File: src/rtl/btn_seq_ctrl.sv
// Two-button bit-entry controller: synchronise and debounce btnU/btnD, shift accepted bits
// into a history register, flag pattern matches and drive the LED bank.
module btn_seq_ctrl #(
    parameter int unsigned DEBOUNCE_CYC   = 1000,
    parameter int unsigned PATTERN_LEN    = 6,
    parameter logic [PATTERN_LEN-1:0] PATTERN = PATTERN_LEN'(6'b100110),
    parameter int unsigned TIMEOUT_CYC    = 5_000_000,
    parameter int unsigned MATCH_HOLD_CYC = 50_000
) (
    input  logic        clk,
    input  logic        rst,
    input  logic        btnU,
    input  logic        btnD,
    output logic        bit_valid,
    output logic        bit_val,
    output logic        match,
    output logic [7:0]  match_cnt,
    output logic [15:0] led
);

    localparam int unsigned DB_W   = $clog2(DEBOUNCE_CYC + 1);
    localparam int unsigned TO_W   = (TIMEOUT_CYC > 0) ? $clog2(TIMEOUT_CYC + 1) : 1;
    localparam int unsigned HOLD_W = (MATCH_HOLD_CYC > 0) ? $clog2(MATCH_HOLD_CYC + 1) : 1;
    localparam int unsigned BC_W   = 4;

    typedef enum logic [1:0] {S_IDLE, S_ARM, S_ACCEPT, S_HELD} state_e;

    logic                   u_meta_q, u_sync_q, d_meta_q, d_sync_q;
    state_e                 state_q, state_d;
    logic                   rec_q, rec_d;
    logic [DB_W-1:0]        db_cnt_q, db_cnt_d;
    logic [PATTERN_LEN-1:0] hist_q, hist_d;
    logic [BC_W-1:0]        bcnt_q, bcnt_d;
    logic                   conflict_q, conflict_d;
    logic [TO_W-1:0]        idle_q, idle_d;
    logic [HOLD_W-1:0]      hold_q, hold_d;
    logic                   hold_lit_q;
    logic                   bit_valid_q, bit_valid_d;
    logic                   bit_val_q, bit_val_d;
    logic                   match_q, match_d;
    logic [7:0]             match_cnt_q, match_cnt_d;

    logic                   rec_hi, oth_hi;
    logic [PATTERN_LEN-1:0] hist_shift;
    logic [BC_W-1:0]        bcnt_inc;

    assign rec_hi     = rec_q ? u_sync_q : d_sync_q;
    assign oth_hi     = rec_q ? d_sync_q : u_sync_q;
    assign hist_shift = {hist_q[PATTERN_LEN-2:0], rec_q};
    assign bcnt_inc   = (bcnt_q == BC_W'(PATTERN_LEN)) ? bcnt_q : bcnt_q + BC_W'(1);

    // Next-state and datapath; rec_q = 1 means btnU is the armed button.
    always_comb begin
        state_d     = state_q;
        rec_d       = rec_q;
        db_cnt_d    = db_cnt_q;
        hist_d      = hist_q;
        bcnt_d      = bcnt_q;
        conflict_d  = conflict_q;
        idle_d      = idle_q;
        match_d     = 1'b0;
        match_cnt_d = match_cnt_q;
        hold_d      = (hold_q != '0) ? hold_q - HOLD_W'(1) : hold_q;

        case (state_q)
            S_IDLE: begin
                if ((TIMEOUT_CYC != 0) && (idle_q != TO_W'(TIMEOUT_CYC))) begin
                    idle_d = idle_q + TO_W'(1);
                    if (idle_q == TO_W'(TIMEOUT_CYC - 1)) begin
                        hist_d = '0;
                        bcnt_d = '0;
                    end
                end
                if (u_sync_q && d_sync_q) begin
                    conflict_d = 1'b1;
                end else if (u_sync_q ^ d_sync_q) begin
                    state_d  = S_ARM;
                    rec_d    = u_sync_q;
                    db_cnt_d = '0;
                end
            end
            S_ARM: begin
                if (oth_hi) begin
                    state_d    = S_IDLE;
                    conflict_d = 1'b1;
                end else if (!rec_hi) begin
                    state_d = S_IDLE;
                end else begin
                    db_cnt_d = db_cnt_q + DB_W'(1);
                    // The IDLE cycle that armed us counts as the first stable cycle.
                    if (db_cnt_q >= DB_W'(DEBOUNCE_CYC - 2)) begin
                        state_d = S_ACCEPT;
                    end
                end
            end
            S_ACCEPT: begin
                hist_d     = hist_shift;
                bcnt_d     = bcnt_inc;
                conflict_d = 1'b0;
                idle_d     = '0;
                db_cnt_d   = '0;
                state_d    = S_HELD;
                if ((bcnt_inc == BC_W'(PATTERN_LEN)) && (hist_shift == PATTERN)) begin
                    match_d     = 1'b1;
                    match_cnt_d = match_cnt_q + 8'd1;
                    hold_d      = HOLD_W'(MATCH_HOLD_CYC);
                end
            end
            S_HELD: begin
                if (u_sync_q || d_sync_q) begin
                    db_cnt_d = '0;
                end else if (db_cnt_q == DB_W'(DEBOUNCE_CYC - 1)) begin
                    state_d = S_IDLE;
                end else begin
                    db_cnt_d = db_cnt_q + DB_W'(1);
                end
            end
            default: state_d = S_IDLE;
        endcase

        bit_valid_d = (state_d == S_ACCEPT);
        bit_val_d   = rec_d;
    end

    always_ff @(posedge clk or negedge rst) begin
        if (!rst) begin
            u_meta_q    <= 1'b0;
            u_sync_q    <= 1'b0;
            d_meta_q    <= 1'b0;
            d_sync_q    <= 1'b0;
            state_q     <= S_IDLE;
            rec_q       <= 1'b0;
            db_cnt_q    <= '0;
            hist_q      <= '0;
            bcnt_q      <= '0;
            conflict_q  <= 1'b0;
            idle_q      <= '0;
            hold_q      <= '0;
            hold_lit_q  <= 1'b0;
            bit_valid_q <= 1'b0;
            bit_val_q   <= 1'b0;
            match_q     <= 1'b0;
            match_cnt_q <= '0;
        end else begin
            u_meta_q    <= btnU;
            u_sync_q    <= u_meta_q;
            d_meta_q    <= btnD;
            d_sync_q    <= d_meta_q;
            state_q     <= state_d;
            rec_q       <= rec_d;
            db_cnt_q    <= db_cnt_d;
            hist_q      <= hist_d;
            bcnt_q      <= bcnt_d;
            conflict_q  <= conflict_d;
            idle_q      <= idle_d;
            hold_q      <= hold_d;
            hold_lit_q  <= (hold_d != '0);
            bit_valid_q <= bit_valid_d;
            bit_val_q   <= bit_val_d;
            match_q     <= match_d;
            match_cnt_q <= match_cnt_d;
        end
    end

    assign bit_valid = bit_valid_q;
    assign bit_val   = bit_val_q;
    assign match     = match_q;
    assign match_cnt = match_cnt_q;

    // LED map: history low, bit count [11:8], conflict [14], match hold [15].
    always_comb begin
        led                    = '0;
        led[PATTERN_LEN-1:0]   = hist_q;
        led[11:8]              = bcnt_q;
        led[14]                = conflict_q;
        led[15]                = hold_lit_q;
    end

endmodule
File: config.mk
export PLATFORM = sky130hd
export DESIGN_NAME = btn_seq_ctrl
export DESIGN_NICKNAME = d
export VERILOG_FILES = /design/src/rtl/btn_seq_ctrl.sv
export SDC_FILE = /design/constraint.sdc
export NUM_CORES = 1
export LEC_CHECK = 0
export ABC_CLOCK_PERIOD_IN_PS = 3190
export CAP_MARGIN = 20
export CORE_MARGIN = 2
export CORE_UTILIZATION = 60
export DETAILED_ROUTE_END_ITERATION = 10
export PLACE_DENSITY = 0.9
export SYNTH_ARGS = -nofsm -noshare
export SYNTH_HDL_FRONTEND = slang
export SYNTH_SLANG_ARGS = --single-unit
export TNS_END_PERCENT = 10
File: constraint.sdc
create_clock -name clk -period 3.19 [get_ports clk]
set_input_delay 0.638 -clock clk [delete_from_list [all_inputs] [get_ports clk]]
set_output_delay 0.638 -clock clk [all_outputs]
set_load 0.005 [all_outputs]
==> flow_metrics.tcl <==
set metrics [dict create \
    fin_crit_sh_pct 82.8 \
    syn_inst 417 \
    setup_viol 0 \
    max_freq_mhz 379 \
    async_reset_ff_share_pct 100 \
    vias_per_cell 6.03 \
    leakage_nw 2.08 \
    hpwl_mm 5.70 \
    hp-class "flop to flop" \
    tns_ns 0 \
    crit_required_ns 3.48 \
    ant_nets 0 \
    wl_mm 8.15 \
    relSlewSlack_pct 37.7 \
    endpoint_kind "flop" \
    vias 3174 \
    grt_pass1_wl_mm 13.9 \
    antenna_found_initial 0 \
    critPathKind "flop to flop" \
    cts_resized 0 \
    cp_max_fo 13 \
    vdd.ir_drop.worst_uv 307 \
    drc_errors 0 \
    wl_per_cell_um 15.5 \
    rows 29 \
    dr.pass1.iters 5 \
    core_mm2 0.00642 \
    synthFlopType "dfrtp_1" \
    clockBufferDepth 2 \
    synthTopCellsByArea "dfrtp_1 48%, nor2_1 4.5%, xor2_1 3.9%" \
    yosysSeqAreaShare_pct 48.3 \
    drtIter0Drc 247 \
    cts_buffers 9 \
    clock-root-buffer "clkbuf_8" \
    port_buffers 26 \
    routabilityCongestion 0.825 \
    yosysTopAreaCell "dfrtp_1" \
    cts.sinks 78 \
    power.density_mw_per_mm2 458 \
    start_kind "flop" \
    hold_viol 0 \
    drv_cap 0 \
    worst-slew-pin-transition_ns 0.934 \
    ys_ff_latch 78 \
    final_cell_mix "78 x dfrtp_1, 48 x nor2_1, 37 x nand2_1" \
    yosys.cell_types.count 56 \
    clock_latency_ns 0.36 \
    die_width_um 86.1 \
    syn-mean-instance-area_um2 9.70 \
    place_inst 510 \
    final_util_pct 70.7 \
    rsz0062_at_grt "false" \
    postCtsSetupRepairBufs 0 \
    yosys.area.top_type_share_pct 48.3 \
    grt_pass1_vias 3016 \
    initial_core_util_pct 63.0 \
    clk_pin_slew_worst_paths_ns 0.09 \
    track_usage_pct 23.9 \
    fin_cells 526 \
    overflow 0 \
    hold_buffers 0 \
    synth-edff-count 0 \
    outcome "finished clean" \
    area_growth_pct 12.2 \
    dieArea_mm2 0.00741 \
    yosysWarnings 0 \
    chipHeight_um 86.1 \
    fin_crit_ns 2.64 \
    cts_tree "done" \
    synth_area_mm2 0.00405 \
    final_common_cell "dfrtp_1" \
    skew_ns 0.00784 \
    grt_max_degree 79 \
    nets 459 \
    antennaDiodeCount 0 \
    critical_path_arrival_ns 2.93 \
    h-tree-depth 3 \
    slew_violations 0 \
    ios 31 \
    drive_gt1_share_pct 6.68 \
]
## synthesized netlist by cell type, drive strengths merged, types with 8 or more instances
cell,count
nor2,48
nand2b,13
buf,11
nor4,8
xor2,18
xnor2,15
nor3,10
nand2,37
ha,11
dfrtp,78
nand3,19
o21ai,26
nand4,13
inv,14
## registers in the layout, summed over array words and instances (netlist names)
register	cells
u_sync_q	1
conflict_q	1
d_meta_q	1
match	1
hold_q	16
bit_val	1
hold_lit_q	1
bcnt_q	4
u_meta_q	1
db_cnt_q	10
match_cnt	8
d_sync_q	1
state_q	2
bit_valid	1
hist_q	6
idle_q	23
## cell type report
class	count	area (µm²)
Inverter	14	52.6
Multi-Input combinational cell	312	1980
Clock buffer	9	124
Fill cell	441	1880
Tap cell	77	96.3
Clock inverter	7	55.1
Sequential cell	78	1950
Timing Repair Buffer	29	280
## kinds of logic after synthesis
kind of cell             Yosys count  synth area share [%]
other                              1                0.0927
multiplexers                       5                  1.27
buffers and inverters             30                  3.49
adder cells (fa/ha/maj)           11                  3.40
AND/OR/NAND/NOR                  196                  26.0
AO/OA/AOI/OAI                     63                  10.3
XOR/XNOR                          33                  7.15
flip-flops                        78                  48.3
## layer usage
metal | up-vias | share of wire (%) | global-route usage, %
li1 | 1534 | - | -
met1 | 1528 | 46 | 31.9
met2 | 100 | 47 | 37.9
met3 | 12 | 5.4 | 4.43
met4 | 0 | 1.5 | 11.0
met5 | - | 0 | 0
## final timing paths
path                                start      endpoint  slack [ns]  depth (start not counted)
worst max-delay path            bcnt_q[0]  match_cnt[6]        0.55                          8
worst min-delay path             u_meta_q      u_sync_q        0.35                          0
worst max register to register  bcnt_q[0]  match_cnt[6]        0.55                          8
worst min register to register   u_meta_q      u_sync_q        0.35                          0
max in group asynchronous             rst    idle_q[11]        2.17                          1
min in group asynchronous             rst    hold_q[15]        0.39                          1
## power breakdown
| part | switching, mW | internal (mW) |
|---|---|---|
| clock | 0.386 | 0.290 |
| combinational | 0.153 | 0.110 |
| sequential | 0.0870 | 1.05 |
| total | 0.626 | 1.45 |
## worst max-delay path, stage by stage (launching register included)
cell,delay [ns]
dfrtp_1,0.46
inv_1,0.11
ha_1,0.19
nor2b_1,0.25
o21ai_0,0.23
a2111oi_4,0.70
nand4_1,0.26
nor2_1,0.19
xor2_1,0.18
## metrics by stage
step	setup WS, ns	cell area [µm²]	power (mW)	hold slack (ns)
CTS	0.603	4540	2.10	0.354
global route	0.293	4540	2.18	0.359
finish	0.550	4540	2.08	0.352
floorplan	0.996	4060	1.33	0.331
detailed placement	0.619	4360	1.42	0.335
global placement	0.701	4360	1.40	0.332
(Power assumes the default switching activity.)
